## src/rtl/rotor_stepper_if.sv

```systemverilog
// Keypress / cipher-path handshake bundle for the rotor stepper.
// The master side is the keyboard front end plus the downstream cipher path;
// the slave side is the stepper itself.
interface rotor_stepper_if #(
  parameter int CNT_W = 16
) ();

  // Position load request and the initial rotor settings that go with it
  logic             load;
  logic [4:0]       init0;
  logic [4:0]       init1;
  logic [4:0]       init2;

  // Keypress handshake
  logic             key_valid;
  logic             key_ready;

  // Rotor positions presented to the forward and reverse rotor stages
  logic [4:0]       pos0;
  logic [4:0]       pos1;
  logic [4:0]       pos2;
  logic             pos_valid;

  // Completion from the combinational cipher path
  logic             path_done;

  // Number of characters accepted since reset or the last load
  logic [CNT_W-1:0] char_count;

  modport master (
    output load,
    output init0,
    output init1,
    output init2,
    output key_valid,
    output path_done,
    input  key_ready,
    input  pos0,
    input  pos1,
    input  pos2,
    input  pos_valid,
    input  char_count
  );

  modport slave (
    input  load,
    input  init0,
    input  init1,
    input  init2,
    input  key_valid,
    input  path_done,
    output key_ready,
    output pos0,
    output pos1,
    output pos2,
    output pos_valid,
    output char_count
  );

endinterface

```

## src/rtl/rotor_stepper.sv

```systemverilog
// Three-rotor stepping controller. Holds the position of each rotor, steps
// them once per accepted keypress using notch carries (including the middle
// rotor double-step), and keeps the positions stable while the downstream
// cipher path works on the character.
module rotor_stepper #(
  parameter logic [4:0] NOTCH0 = 5'd16,
  parameter logic [4:0] NOTCH1 = 5'd4,
  parameter int         CNT_W  = 16
) (
  input logic           clk,
  input logic           rst,
  rotor_stepper_if.slave bus
);

  typedef enum logic {
    IDLE  = 1'b0,
    VALID = 1'b1
  } state_t;

  state_t           state_q;
  state_t           state_d;

  logic [4:0]       pos0_q;
  logic [4:0]       pos1_q;
  logic [4:0]       pos2_q;
  logic [CNT_W-1:0] count_q;

  logic             do_load;
  logic             accept;
  logic             carry1;
  logic             carry2;
  logic [4:0]       step0;
  logic [4:0]       step1;
  logic [4:0]       step2;
  logic [4:0]       fold0;
  logic [4:0]       fold1;
  logic [4:0]       fold2;

  // Map a 5-bit setting into the 0..25 ring (26..31 wrap to 0..5)
  function automatic logic [4:0] fold26(input logic [4:0] v);
    if (v >= 5'd26)
      return v - 5'd26;
    else
      return v;
  endfunction

  // Advance one position around the 26-letter ring
  function automatic logic [4:0] inc26(input logic [4:0] v);
    if (v == 5'd25)
      return 5'd0;
    else
      return v + 5'd1;
  endfunction

  // Load has priority over a keypress; both only act while idle
  assign do_load = (state_q == IDLE) && bus.load;
  assign accept  = (state_q == IDLE) && !bus.load && bus.key_valid;

  // Notch carries are taken from the positions before this step, so a middle
  // rotor sitting on its notch carries into rotor 2 and also steps itself
  assign carry1 = (pos0_q == NOTCH0) || (pos1_q == NOTCH1);
  assign carry2 = (pos1_q == NOTCH1);

  assign step0 = inc26(pos0_q);
  assign step1 = carry1 ? inc26(pos1_q) : pos1_q;
  assign step2 = carry2 ? inc26(pos2_q) : pos2_q;

  assign fold0 = fold26(bus.init0);
  assign fold1 = fold26(bus.init1);
  assign fold2 = fold26(bus.init2);

  // State register
  always_ff @(posedge clk or posedge rst) begin
    if (rst)
      state_q <= IDLE;
    else
      state_q <= state_d;
  end

  // Next state: accept a key while idle, return to idle once the path is done
  always_comb begin
    state_d = state_q;
    case (state_q)
      IDLE: begin
        if (accept)
          state_d = VALID;
      end
      VALID: begin
        if (bus.path_done)
          state_d = IDLE;
      end
      default: state_d = IDLE;
    endcase
  end

  // Rotor positions: load normalised settings or step on an accepted key
  always_ff @(posedge clk or posedge rst) begin
    if (rst) begin
      pos0_q <= 5'd0;
      pos1_q <= 5'd0;
      pos2_q <= 5'd0;
    end else if (do_load) begin
      pos0_q <= fold0;
      pos1_q <= fold1;
      pos2_q <= fold2;
    end else if (accept) begin
      pos0_q <= step0;
      pos1_q <= step1;
      pos2_q <= step2;
    end
  end

  // Character counter: cleared by load, counts accepts, sticks at all-ones
  always_ff @(posedge clk or posedge rst) begin
    if (rst)
      count_q <= '0;
    else if (do_load)
      count_q <= '0;
    else if (accept && (count_q != {CNT_W{1'b1}}))
      count_q <= count_q + 1'b1;
  end

  assign bus.key_ready  = (state_q == IDLE);
  assign bus.pos_valid  = (state_q == VALID);
  assign bus.pos0       = pos0_q;
  assign bus.pos1       = pos1_q;
  assign bus.pos2       = pos2_q;
  assign bus.char_count = count_q;

endmodule

```

## src/flat_wrapper.sv

```systemverilog
// flat-port wrapper written by rule: the top's interface ports become plain ports
module rotor_stepper_flat 
#(
  parameter logic [4:0] NOTCH0 = 5'd16,
  parameter logic [4:0] NOTCH1 = 5'd4,
  parameter int         CNT_W  = 16
)
  (clk, rst, bus_load, bus_init0, bus_init1, bus_init2, bus_key_valid, bus_path_done, bus_key_ready, bus_pos0, bus_pos1, bus_pos2, bus_pos_valid, bus_char_count);
  rotor_stepper_if #(.CNT_W(CNT_W)) bus_i ();
  input logic clk;
  input logic rst;
  input wire logic [$bits(bus_i.load)-1:0] bus_load;
  input wire logic [$bits(bus_i.init0)-1:0] bus_init0;
  input wire logic [$bits(bus_i.init1)-1:0] bus_init1;
  input wire logic [$bits(bus_i.init2)-1:0] bus_init2;
  input wire logic [$bits(bus_i.key_valid)-1:0] bus_key_valid;
  input wire logic [$bits(bus_i.path_done)-1:0] bus_path_done;
  output wire logic [$bits(bus_i.key_ready)-1:0] bus_key_ready;
  output wire logic [$bits(bus_i.pos0)-1:0] bus_pos0;
  output wire logic [$bits(bus_i.pos1)-1:0] bus_pos1;
  output wire logic [$bits(bus_i.pos2)-1:0] bus_pos2;
  output wire logic [$bits(bus_i.pos_valid)-1:0] bus_pos_valid;
  output wire logic [$bits(bus_i.char_count)-1:0] bus_char_count;
  assign bus_i.load = bus_load;
  assign bus_i.init0 = bus_init0;
  assign bus_i.init1 = bus_init1;
  assign bus_i.init2 = bus_init2;
  assign bus_i.key_valid = bus_key_valid;
  assign bus_i.path_done = bus_path_done;
  assign bus_key_ready = bus_i.key_ready;
  assign bus_pos0 = bus_i.pos0;
  assign bus_pos1 = bus_i.pos1;
  assign bus_pos2 = bus_i.pos2;
  assign bus_pos_valid = bus_i.pos_valid;
  assign bus_char_count = bus_i.char_count;
  rotor_stepper #(.NOTCH0(NOTCH0), .NOTCH1(NOTCH1), .CNT_W(CNT_W)) u_core (.clk(clk), .rst(rst), .bus(bus_i));
endmodule
```

## config.mk

```make
export PLATFORM = sky130hd
export DESIGN_NAME = rotor_stepper_flat
export DESIGN_NICKNAME = d
export VERILOG_FILES = /design/src/rtl/rotor_stepper_if.sv /design/src/rtl/rotor_stepper.sv /design/src/flat_wrapper.sv
export SDC_FILE = /design/constraint.sdc
export NUM_CORES = 1
export LEC_CHECK = 0
export BUFFER_PORTS_ARGS = -buffer_cell sky130_fd_sc_hd__buf_4
export CAP_MARGIN = 5
export CORE_MARGIN = 2
export CORE_UTILIZATION = 47
export CTS_BUF_LIST = sky130_fd_sc_hd__clkbuf_16
export CTS_CLUSTER_SIZE = 8
export DETAILED_ROUTE_END_ITERATION = 6
export GPL_TIMING_DRIVEN = 0
export PLACE_DENSITY = 0.71
export REMOVE_ABC_BUFFERS = 1
export SLEW_MARGIN = 30
export SYNTH_ARGS = -nofsm -noshare
export SYNTH_HDL_FRONTEND = slang
export SYNTH_SLANG_ARGS = --single-unit
export TNS_END_PERCENT = 20
```

## constraint.sdc

```tcl
create_clock -name clk -period 4.6 [get_ports clk]
set_input_delay 0.46 -clock clk [delete_from_list [all_inputs] [get_ports clk]]
set_output_delay 0.46 -clock clk [all_outputs]
set_load 0.02 [all_outputs]
```

==> results of run 1 <==
## power groups by stage
stage | clock, mW | sequential (mW) | combinational (mW)
final | 0.307 | 0.417 | 0.395
after global routing | 0.326 | 0.428 | 0.438
after CTS | 0.311 | 0.416 | 0.399
after detailed placement | 0 | 0.420 | 0.397
after global placement | 0 | 0.417 | 0.389
after floorplan | 0 | 0.462 | 0.191
## logic make-up (layout without fill, tap and decap cells)
logic type	count (synthesis)	count (layout)	share of synthesized area, %
AOI/OAI and AO/OA	83	83	23.4
muxes	5	5	2.24
DFF	32	32	35.0
xor gates and xnor gates	2	2	0.766
and+or+nand+nor	105	105	26.6
adders and majority gates	12	12	6.56
buffers and inverters	28	77	5.41
## stage by stage
stage	util (%)	area [um2]
finish	60.4	2850
global route	60.4	2850
floorplan	-	2230
global placement	57.2	2700
detailed placement	57.5	2720
CTS	60.4	2850
## sequential cells by signal, summed over array words and instances, names as in the netlist
| signal | flops |
|---|---|
| u_core.bus.pos1 | 5 |
| u_core.bus.char_count | 16 |
| u_core.bus.pos0 | 5 |
| u_core.bus.pos2 | 5 |
| u_core.bus.pos_valid | 1 |
## routing by layer
metal	GRT usage [%]	part of all wire [%]	vias to the layer above
met2	32.5	48	63
met4	5.86	0.74	0
met5	0	0	-
li1	-	-	1121
met1	28.9	47	1087
met3	4.12	4.8	4
## path summary, 6_finish.rpt
| check | from | endpoint | slack [ns] | cells after the start |
|---|---|---|---|---|
| hold / removal | rst | u_core.bus.pos2[0]$_DFFE_PP0P_ | 0.30 | 2 |
| setup / recovery | u_core.bus.pos1[0]$_DFFE_PP0P_ | u_core.bus.pos1[0]$_DFFE_PP0P_ | 2.20 | 6 |
| max in group asynchronous | rst | u_core.bus.char_count[0]$_DFFE_PP0P_ | 3.87 | 2 |
| hold reg to reg | u_core.bus.char_count[14]$_DFFE_PP0P_ | u_core.bus.char_count[14]$_DFFE_PP0P_ | 0.54 | 1 |
| setup reg to reg | u_core.bus.pos1[0]$_DFFE_PP0P_ | u_core.bus.pos1[0]$_DFFE_PP0P_ | 2.20 | 6 |
| min in group clk | bus_path_done | u_core.bus.pos_valid$_DFF_PP0_ | 0.37 | 2 |
## cell usage in the layout (no fill, tap or decap), types with 6 or more instances in the layout
cell / n
a21oi_1: 19
a31oi_1: 7
buf_4: 52
dfrtp_1: 32
ha_1: 12
inv_1: 18
nand2_1: 20
nand3_1: 13
nand4_1: 10
nor2_1: 12
o21ai_0: 23
o31ai_1: 6
or3_1: 7
## worst reg2reg max path, cell delays in order, from the launching register on
cell      delay, ns
dfrtp_1        0.44
inv_1          0.09
ha_1           0.14
nor4bb_1       0.57
nand3_1        0.38
o21ai_0        0.29
mux2_2         0.38
## area by class of cell
cell class | instances | area (um2)
fill | 450 | 1870
multi-input combinational | 207 | 1380
sequential | 32 | 801
timing repair buffer | 52 | 390
clock buffer | 5 | 125
tap | 67 | 83.8
inverter | 17 | 63.8
clock inverter | 3 | 11.3
==> results.md, run 1 <==
Global routing:
- The number of global-route vias before repair is 1929.
- The maximum number of pins on one net before global-route repair is 33.
- The overall overflow remaining after global route is 0.
- The overall track demand over capacity in global routing is 20.7%.
- The wire length of the first global-routing pass is 8830 um.
- The initial antenna violation count was 0.

Worst setup path:
- The type of element capturing the critical path is a flip-flop.
- The critical path's slowest cell is nor4bb_1.
- At the worst endpoint, the required time is 4.76 ns.
- The signal on the critical path passes through inv_1 > ha_1 > nor4bb_1 > nand3_1 > o21ai_0 > mux2_2.
- Together, buffers and inverters on the worst path number 1.
- On the worst path, the slowest cell contributes a delay of 0.57 ns.
- The largest driver fanout on the critical path is 10.
- Grouping stages by cell kind, the critical path spends the most delay in simple AND/OR/NAND/NOR gates.
- The type of the setup path with the least slack is flip-flop to flip-flop.
- STA puts the critical path data arrival time at 2.56 ns.
- STA classifies the critical path startpoint as a flip-flop.

Timing:
- Based on the critical path, the design can be clocked at up to 417 MHz.
- The worst path needs 2.40 ns of the cycle, external delays included.
- The number of setup violations in the final report is 0.
- The worst-case headroom to the max-slew limit is 36.2%.
- The max-slew violation count is 0.
- Final hold analysis gives a worst-case slack of 0.297 ns.
- The worst setup skew after layout is 0.00411 ns.
- The worst setup slack after layout is 2.20 ns.
- At the pin with the least slew margin, the transition time is 0.949 ns.
- Summed over all failing endpoints, the final setup total negative slack is 0 ns.
- The final hold violation count is 0.
- Setup repair after global routing left no endpoint under its margin.
- The post-route fraction of the period consumed by the critical path is 52.1%.

Die:
- The core area is 4720 um2.
- For this configuration, the core starts out at a cell density of 48.5%.
- The die covers 5440 um2.
- 53 I/O pins were placed.
- After floorplanning, the core was divided into 25 placement rows.
- In this run the horizontal extent of the chip is 73.8 um.
- Measured along the y axis, the die boundary spans 73.8 um.

Cells and area:
- The fraction of final layout cells with drive strength greater than 1 is 20.6%.
- Compared with the post-synthesis result, the final layout area differs by 24.7%.
- For this run, the post-layout net count is 347.
- The number of diodes added for antenna fixing is 0.
- The post-layout instance count excluding filler cells is 383.

CTS:
- Buffers inserted during clock tree synthesis total 5.
- The number of instances resized during post-cts repair is 0.
- The clock transition at the registers of the reported paths is 0.05 ns.
- The buffer depth of the longest clock path is 2.
- The number of setup buffers added after CTS is 0.
- The CTS tree is built.
- The CTS H-tree depth is 2.
- CTS saw 32 sinks.
- The master cell of the clock root buffer is clkbuf_16.
- Hold repair after CTS inserted 0 buffers.
- The clock latency reported for the late side of the worst-skew pair is 0.27 ns.

Synth:
- Yosys printed 0 warnings.
- The biggest area consumer among synthesized cells is dfrtp_1.
- Ranked by instance count, the synthesized netlist is headed by dfrtp_1 (32), o21ai_0 (23), nand2_1 (20), a21oi_1 (19), inv_1 (17).
- Yosys attributes the largest share of cell area to dfrtp_1 (35%), ha_1 (6.6%), o21ai_0 (5.0%).
- The synthesized area per cell is 8.57 um2.
- The top cell type's share of synthesized area is 35.0%.
- The number of distinct standard cells referenced by the synthesized netlist is 55.
- In this run the cell area of the synthesized design comes to 2290 um2.
- Among all flip-flop cells after synthesis, the most frequent one is dfrtp_1.
- Counting flops and latches in the post-synthesis netlist gives 32.
- The proportion of synthesized chip area in sequential cells is 35.0%.
- The post-synthesis cell count is 267.
- In this run, synthesis inferred 0 flip-flops with an integrated enable.
- The most frequent cell after synthesis is dfrtp_1.
- For this run, asynchronously set or reset flops after synthesis account for 100%.

Routing:
- The remaining antenna violation count is 0.
- Wires add up to 5440 um.
- The number of iterations in the first detailed-routing pass is 4.
- The count of routing violations after the opening detailed-route iteration is 107.
- The routed layout has 2275 vias.
- Dividing the detail-routed via count by the number of cells gives 5.94.
- After detailed routing, the average wire length per cell comes to 14.2 um.
- The number of remaining DRC errors is 0.

Power:
- The internal power is 707 uW.
- The total power divided by cell area is 392 nW/um2.
- Of the total power, the share spent switching nets is 36.8%.
- The leakage dissipation is 1.29 nW.
- After layout, the design draws a total of 1.12 mW.
- The proportion of power drawn by the clock network is 27.5%.
- The fraction of power consumed by sequential logic is 37.2%.
- The worst-case IR drop observed on VDD is 0.240 mV.
- The share of total power dissipated in combinational logic is 35.3%.
- Summed over all nets, the switching power comes to 412 uW.

Placement:
- The half-perimeter wire length of the detailed placement result is 3910 um.
- The cell count after placement is 375.
- The count of buffers added on input and output ports is 52.
- The routability congestion estimate is 0.806.
- Timing analysis after detailed placement gives a worst setup slack of 2.23 ns.

Job:
- Across the run, the number of max-cap violations was 0.

Min path:
- The tightest min-delay check is of the input pin to asynchronous set/reset pin type.

Run status:
- The run finished with clean final reports.
(Power assumes the default switching activity.)
==> inputs of run 2 (changes only) <==
--- a/config.mk
+++ b/config.mk
@@ -5,6 +5,7 @@
 export SDC_FILE = /design/constraint.sdc
 export NUM_CORES = 1
 export LEC_CHECK = 0
+export ABC_AREA = 1
 export BUFFER_PORTS_ARGS = -buffer_cell sky130_fd_sc_hd__buf_4
 export CAP_MARGIN = 5
 export CORE_MARGIN = 2
==> constraint.sdc (replaced) <==
create_clock -name clk -period 2.4 [get_ports clk]
set_input_delay 0.24 -clock clk [delete_from_list [all_inputs] [get_ports clk]]
set_output_delay 0.24 -clock clk [all_outputs]
set_load 0.02 [all_outputs]
==> run 2 against run 1 <==
Net effect: setup slack worse by 1.8 ns; sequential share of layout area down 1.4 points; synthesized cell count up 35%; sequential cell count unchanged; maximum frequency up 18%; die area up 5.4%; first-iteration DRC count up 18%; utilization down 0.82 points; global-route usage up 2.3 points; largest cell class unchanged; highest routed layer unchanged.
==> results.md, run 2 <==
Synth:
- The count of yosys warnings during synthesis is 0 (unchanged).
- The synthesized area per cell is 6.70 um2 (-22%).
- The post-synthesis cell count is 361 (+35%).
- The total standard cell area after synthesis came to 2420 um2 (+5.7%).
- After synthesis, the cell types taking the most area are dfrtp_1 (33%), nand2_1 (16%), nand3_1 (9.7%).
- In the synthesized netlist the dominant register cell turns out to be dfrtp_1.
- The biggest area consumer among synthesized cells is dfrtp_1.
- The number of distinct standard cells referenced by the synthesized netlist is 29 (-47%).
- The number of flops mapped to enable cells by yosys is 0 (unchanged).
- The proportion of synthesized chip area in sequential cells was 33.1% (-1.9 points).
- The async set-reset flop share out of synthesis is 100% (unchanged).
- The number of flip-flops and latches in the synthesized netlist is 32 (unchanged).
- The top cell type's share of synthesized area came to 33.1% (-1.9 points).
- The commonest cells after synthesis are nand2_1 (106), nor2_1 (51), nand3_1 (47), inv_1 (37), dfrtp_1 (32).
- The most frequent cell after synthesis is nand2_1.

Global routing:
- The overall overflow remaining after global route is 0 (unchanged).
- The initial antenna violation count is 0 (unchanged).
- The overall track demand over capacity in global routing is 23.0% (+2.3 points).
- The wire length of the first global-routing pass is 10200 um (+16%).
- The number of global-route vias before repair is 2366 (+23%).
- The maximum number of pins on one net before global-route repair was 33 (unchanged).

Routing:
- The remaining antenna violation count was 0 (unchanged).
- The count of routing violations after the opening detailed-route iteration came to 126 (+18%).
- The count of vias placed by the detailed router is 2471 (+8.6%).
- The average wire per cell in the routed design is 12.1 um (-15%).
- The number of iterations in the first detailed-routing pass came to 4 (unchanged).
- The detail-routed via count per cell is 5.09 (-14%).
- The number of remaining DRC errors is 0 (unchanged).
- The total detailed-routing wirelength is 5870 um (+8.0%).

Worst setup path:
- The critical path arrival is 2.24 ns (-0.32 ns).
- The endpoint required time on the critical path is 2.60 ns (-2.16 ns).
- The worst setup path is launched from a flip-flop.
- The largest driver fanout on the critical path came to 23 (+13).
- The setup path with the least slack is of type flip-flop to flip-flop.
- The type of element capturing the critical path is a flip-flop.

Power:
- The highest ir drop seen on vdd is 0.521 mV (+120%).
- The total power divided by cell area came to 819 nW/um2 (+110%).
- The leakage dissipation is 1.55 nW (+20%).

Cells and area:
- The flip-flop count of the largest register, all copies and words added came to 16 (unchanged).
- The share of the core filled with cells in the final layout is 59.6% (-0.82 points).
- The final design area excluding fillers is 3000 um2 (+5.3%).
- The register area is 801 um2 (unchanged).
- In the layout the commonest cells are nand2_1 (106), buf_4 (52), nor2_1 (51).
- The net count of the finished layout is 446 (+29%).
- The area growth from synthesis to layout is 24.1%.
- The fill cell instance count of the final layout is 482 (+7.1%).
- The fraction of final layout cells with drive strength greater than 1 is 17.6% (-3.0 points).
- The number of diodes added for antenna fixing was 0 (unchanged).
- Leaving out fill and tap cells, the most frequent cell in the layout is nand2_1.
- The area used by multi-input combinational logic came to 1440 um2 (+4.3%).

Job:
- The reported max-cap violation count is 0 (unchanged).

Timing:
- The number of setup violations in the final report came to 0 (unchanged).
- The post-route fraction of the period consumed by the critical path is 84.9% (+33 points).
- The accumulated negative setup slack is 0 ns (unchanged).
- The worst setup skew after layout was 0.00566 ns (+0.00155 ns).
- The worst-case headroom to the max-slew limit is 54.7% (+18 points).
- The final critical path time including I/O delays and setup was 2.04 ns (-0.360 ns).
- Setup repair after global routing left no endpoint under its margin.
- The final hold violation count is 0 (unchanged).
- The max-slew violation count is 0 (unchanged).
- The transition time at the pin with the least slew margin is 0.678 ns (-0.270 ns).
- The highest achievable clock rate is 491 MHz (+18%).

Die:
- The floorplan die area is 5740 um2 (+5.4%).
- The effective utilization at floorplan is 48.0% (-0.46 points).
- The number of top-level pins came to 53 (unchanged).
- The number of rows created at floorplan is 26 (+4.0%).
- The horizontal die dimension came to 75.8 um (+2.7%).
- The height of the die is 75.8 um (+2.7%).
- The core area is 5040 um2 (+6.8%).

CTS:
- The number of buffers created by CTS is 5 (unchanged).
- The clock transition at the registers of the reported paths came to 0.05 ns (about the same).
- The number of hold buffers added after cts is 0 (unchanged).
- The clock latency reported for the late side of the worst-skew pair is 0.28 ns (about the same).
- The number of instances resized during post-cts repair is 0 (unchanged).
- The CTS tree is built.
- The master cell of the clock root buffer is clkbuf_16.
- The CTS H-tree depth was 2 (unchanged).
- The number of clock sinks was 32 (unchanged).
- The buffer depth of the longest clock path is 2 (unchanged).
- The number of setup buffers added after CTS was 0 (unchanged).

Run status:
- The flow ran to the end, and the final reports show no timing, DRC or antenna violations.

Placement:
- The routability congestion estimate is 0.879 (+9.0%).
- The half-perimeter wire length of the detailed placement result is 4330 um (+11%).
- The port buffer count is 52 (unchanged).
- The standard cell area after detailed placement is 2870 um2 (+5.5%).

Min path:
- The min-delay analysis places its worst path in the category input pin to asynchronous set/reset pin.
run 2: cell type report:
cell class	instances	share of cell area, %
Multi-Input combinational cell	283	47.8
Sequential cell	32	26.7
Timing Repair Buffer	52	13.0
Inverter	40	5.00
Clock buffer	5	4.16
Tap cell	70	2.92
Clock inverter	3	0.458
run 2: cell families (layout without fill, tap and decap cells):
kind of cell	after synthesis	after routing	share of synthesized area [%]
adder cells (fa/ha/maj)	12	12	6.20
XOR/XNOR	13	13	4.71
buffers and inverters	46	100	7.55
flip-flops	32	32	33.1
AND/OR/NAND/NOR	230	230	41.8
AO/OA/AOI/OAI	28	28	6.67
run 2: path summary, 6_finish.rpt:
path | startpoint | endpoint | slack, ns | cells past startpoint
setup / recovery | u_core.bus.pos_valid$_DFF_PP0_ | u_core.bus.pos1[1]$_DFFE_PP0P_ | 0.36 | 7
hold / removal | rst | u_core.bus.char_count[3]$_DFFE_PP0P_ | 0.07 | 2
setup reg to reg | u_core.bus.pos_valid$_DFF_PP0_ | u_core.bus.pos1[1]$_DFFE_PP0P_ | 0.36 | 7
hold reg to reg | u_core.bus.pos1[4]$_DFFE_PP0P_ | u_core.bus.pos1[4]$_DFFE_PP0P_ | 0.55 | 2
max in group asynchronous | rst | u_core.bus.char_count[15]$_DFFE_PP0P_ | 1.89 | 2
min in group clk | bus_path_done | u_core.bus.pos_valid$_DFF_PP0_ | 0.17 | 2
run 2: per-stage QoR:
stage,hold slack (ns),setup WS [ns],total power [mW],instances
finish,0.0710,0.363,2.46,485
global route,0.145,0.169,2.65,485
CTS,0.112,0.349,2.48,485
detailed placement,0.409,0.363,1.87,477
global placement,0.431,0.386,1.85,477
floorplan,0.336,0.683,1.49,355
run 2: critical path, stage by stage (launching register included):
cell and delay [ns]:
dfrtp_1 0.43, nor2_4 0.43, inv_2 0.33, nand2_2 0.26, nand2_1 0.18, inv_2 0.16
nor2_1 0.05, a21oi_1 0.12
run 2: power breakdown:
part           internal (mW)  total [mW]  switching [mW]
clock network          0.376       0.605           0.229
logic                  0.425       0.998           0.573
registers              0.660       0.856           0.196
total                   1.46        2.46           0.997
run 2: layer usage:
| layer | routed length [um] | track usage (%) | vias to the layer above |
|---|---|---|---|
| met4 | 64 | 7.41 | 0 |
| met1 | 2640 | 28.1 | 1134 |
| met5 | 0 | 0 | - |
| li1 | - | - | 1277 |
| met3 | 246 | 4.50 | 7 |
| met2 | 2920 | 40.4 | 53 |
==> inputs of run 3 (changes only) <==
--- a/config.mk
+++ b/config.mk
@@ -14,7 +14,7 @@
 export CTS_CLUSTER_SIZE = 8
 export DETAILED_ROUTE_END_ITERATION = 6
 export GPL_TIMING_DRIVEN = 0
-export PLACE_DENSITY = 0.71
+export PLACE_DENSITY = 0.73
 export REMOVE_ABC_BUFFERS = 1
 export SLEW_MARGIN = 30
 export SYNTH_ARGS = -nofsm -noshare
==> constraint.sdc (replaced) <==
create_clock -name clk -period 1.8 [get_ports clk]
set_input_delay 0.18 -clock clk [delete_from_list [all_inputs] [get_ports clk]]
set_output_delay 0.18 -clock clk [all_outputs]
set_load 0.02 [all_outputs]
==> run 3 against run 2 <==
Net effect: critical endpoint is now u_core.bus.char_count[9]$_DFFE_PP0P_; utilization is 1.5 points higher; global-route usage fell by 0.68 points; first-iteration DRC count increased by 36%; sequential share of layout area shrank 0.64 points; maximum frequency grew 21%; critical path type unchanged; non-clock buffer count is 4 higher; die area unchanged; power increased by 40%.
==> results.md, run 3 (synthesized netlist as in run 2, its figures left out) <==
Cells and area:
- The final design area excluding fillers is 3080 um2 (+2.5%).
- The net count of the finished layout is 450 (+0.90%).
- The register area is 801 um2 (unchanged).
- In the layout the commonest cells are nand2_1 (106), buf_4 (55), nor2_1 (51).
- The share of the core filled with cells in the final layout is 61.0% (+1.5 points).
- The fill cell instance count of the final layout came to 464 (-3.7%).
- The fraction of final layout cells with drive strength greater than 1 is 18.4% (+0.79 points).
- The number of diodes added for antenna fixing is 0 (unchanged).
- The area used by multi-input combinational logic is 1440 um2 (+0.52%).
- The post-layout instance count excluding filler cells is 489 (+0.82%).
- Compared with the post-synthesis result, the final layout area differs by 27.2%.
- The flip-flop count of the largest register, all copies and words added was 16 (unchanged).
- The library cell used most frequently in the layout, excluding fill and tap cells, is nand2_1.

Routing:
- The total detailed-routing wirelength is 5990 um (+2.0%).
- The remaining antenna violation count is 0 (unchanged).
- The count of routing violations after the opening detailed-route iteration was 171 (+36%).
- The count of vias placed by the detailed router is 2526 (+2.2%).
- The detail-routed via count per cell is 5.17 (+1.4%).
- The number of remaining DRC errors came to 0 (unchanged).
- The number of iterations in the first detailed-routing pass is 5 (+1).
- The average wire per cell in the routed design came to 12.2 um (+1.1%).

Power:
- The highest ir drop seen on vdd is 0.749 mV (+44%).
- The leakage dissipation is 1.58 nW (+2.1%).
- The total power divided by cell area was 1120 nW/um2 (+37%).

Worst setup path:
- The critical path's slowest cell is dfrtp_1.
- The largest stage delay on the critical path is 0.44 ns (about the same).
- The type of the setup path with the least slack is flip-flop to flip-flop.
- STA classifies the critical path startpoint as a flip-flop.
- The critical path arrival is 1.89 ns (-0.35 ns).
- The cell type with the highest occurrence count on the critical path is nor2_4.
- The type of element capturing the critical path is a flip-flop.
- The largest driver fanout on the critical path is 15 (-35%).
- The endpoint required time on the critical path was 2.01 ns (-0.59 ns).
- The signal on the critical path passes through ha_2 > nand3_2 > inv_2 > nand2_2 > nor2_4 > nor2_4 > nor2_4 > buf_12 > nand2_1 > nand2_1.

Timing:
- The number of setup violations in the final report is 0 (unchanged).
- The highest achievable clock rate came to 595 MHz (+21%).
- The post-route fraction of the period consumed by the critical path came to 93.4% (+8.5 points).
- The final hold violation count is 0 (unchanged).
- Setup repair after global routing could not meet its margin everywhere.
- The worst-case headroom to the max-slew limit is 53.7% (-1.0 points).
- The worst setup slack after layout was 0.119 ns (-0.244 ns).
- The max-slew violation count was 0 (unchanged).
- The worst setup skew after layout is 0.00666 ns (+0.00100 ns).
- The transition time at the pin with the least slew margin is 0.694 ns (+0.0154 ns).
- The worst-case hold slack is 0.0174 ns (-0.0536 ns).
- The final critical path time including I/O delays and setup was 1.68 ns (-0.356 ns).

Die:
- The effective utilization at floorplan is 48.0% (unchanged).
- The core area is 5040 um2 (unchanged).
- The number of top-level pins is 53 (unchanged).
- The number of rows created at floorplan is 26 (unchanged).
- The floorplan die area came to 5740 um2 (unchanged).
- The horizontal die dimension came to 75.8 um (unchanged).
- The height of the die is 75.8 um (unchanged).

Min path:
- The type of the tightest min-delay check is input pin to asynchronous set/reset pin.

Global routing:
- The wire length of the first global-routing pass is 9920 um (-3.0%).
- The overall track demand over capacity in global routing is 22.3% (-0.68 points).
- The initial antenna violation count is 0 (unchanged).
- The number of global-route vias before repair is 2277 (-3.8%).
- The overall overflow remaining after global route is 0 (unchanged).
- The maximum number of pins on one net before global-route repair is 33 (unchanged).

CTS:
- The clock latency reported for the late side of the worst-skew pair is 0.28 ns (about the same).
- TritonCTS built the clock tree.
- The number of clock sinks is 32 (unchanged).
- The tree is rooted in a clkbuf_16.
- The CTS H-tree depth was 2 (unchanged).
- The buffer depth of the longest clock path was 2 (unchanged).
- The clock transition at the registers of the reported paths is 0.05 ns (about the same).
- The number of buffers created by CTS was 5 (unchanged).

Placement:
- The routability congestion estimate is 0.891 (+1.4%).
- The pre-CTS worst setup slack is -0.214 ns (-0.577 ns).
- The cell count after placement is 477 (unchanged).
- The half-perimeter wire length of the detailed placement result is 4290 um (-1.1%).
- The port buffer count is 52 (unchanged).
- The standard cell area after detailed placement is 2870 um2 (unchanged).

Run status:
- The run finished with clean final reports.

Job:
- The reported max-cap violation count is 0 (unchanged).
[run 3: through the flow]
step	TNS, ns	power, mW
floorplan	0	1.99
finish	0	3.44
CTS	0	3.47
global placement	-2.57	2.46
global route	-0.0261	3.69
detailed placement	-3.50	2.49
[run 3: path summary, 6_finish.rpt]
check                           slack (ns)                                  start                                    end  cells past startpoint
worst max-delay path                  0.12   u_core.bus.char_count[0]$_DFFE_PP0P_   u_core.bus.char_count[9]$_DFFE_PP0P_                     10
worst min-delay path                  0.02                                    rst   u_core.bus.char_count[5]$_DFFE_PP0P_                      2
max in group asynchronous             1.33                                    rst         u_core.bus.pos0[4]$_DFFE_PP0P_                      2
worst min register to register        0.56  u_core.bus.char_count[15]$_DFFE_PP0P_  u_core.bus.char_count[15]$_DFFE_PP0P_                      2
worst max register to register        0.12   u_core.bus.char_count[0]$_DFFE_PP0P_   u_core.bus.char_count[9]$_DFFE_PP0P_                     10
min in group clk                      0.08                          bus_path_done         u_core.bus.pos_valid$_DFF_PP0_                      2
[run 3: layout make-up]
type	count	share of cell area [%]
flip-flops and latches	32	26.0
repair buffers	56	14.1
inverters	40	4.88
well taps	70	2.85
clock buffers	5	4.07
multi-input cells	283	46.9
clock inverters	3	1.22
[run 3: routing by layer]
| layer | up-vias | part of all wire (%) | global-route usage, % | wire length [um] |
|---|---|---|---|---|
| met3 | 6 | 4.3 | 4.76 | 257 |
| met2 | 59 | 50 | 38.7 | 3000 |
| met5 | - | 0 | 0 | 0 |
| met1 | 1165 | 45 | 28.0 | 2680 |
| met4 | 0 | 0.77 | 5.85 | 46 |
| li1 | 1296 | - | - | - |
[run 3: repair_timing]
action | 4_1_cts | 5_1_grt
resized for setup | 1 | 2
pin swaps | 3 | 0
buffers inserted | 4 | 0
endpoints found under the setup margin | 30 | 12
gates cloned | 0 | 0
hold buffers | 0 | 0
[run 3: critical path: cells and delay by family (launching register included)]
| kind | cells | cell delay [ns] |
|---|---|---|
| buffers and inverters | 2 | 0.23 |
| adder cells (fa/ha/maj) | 1 | 0.27 |
| flip-flops | 1 | 0.44 |
| AND/OR/NAND/NOR | 7 | 0.67 |
[run 3: power by group]
group	total, mW	internal, mW	switching, mW
Clock	0.936	0.642	0.294
Combinational	1.36	0.584	0.775
Sequential	1.14	0.881	0.263
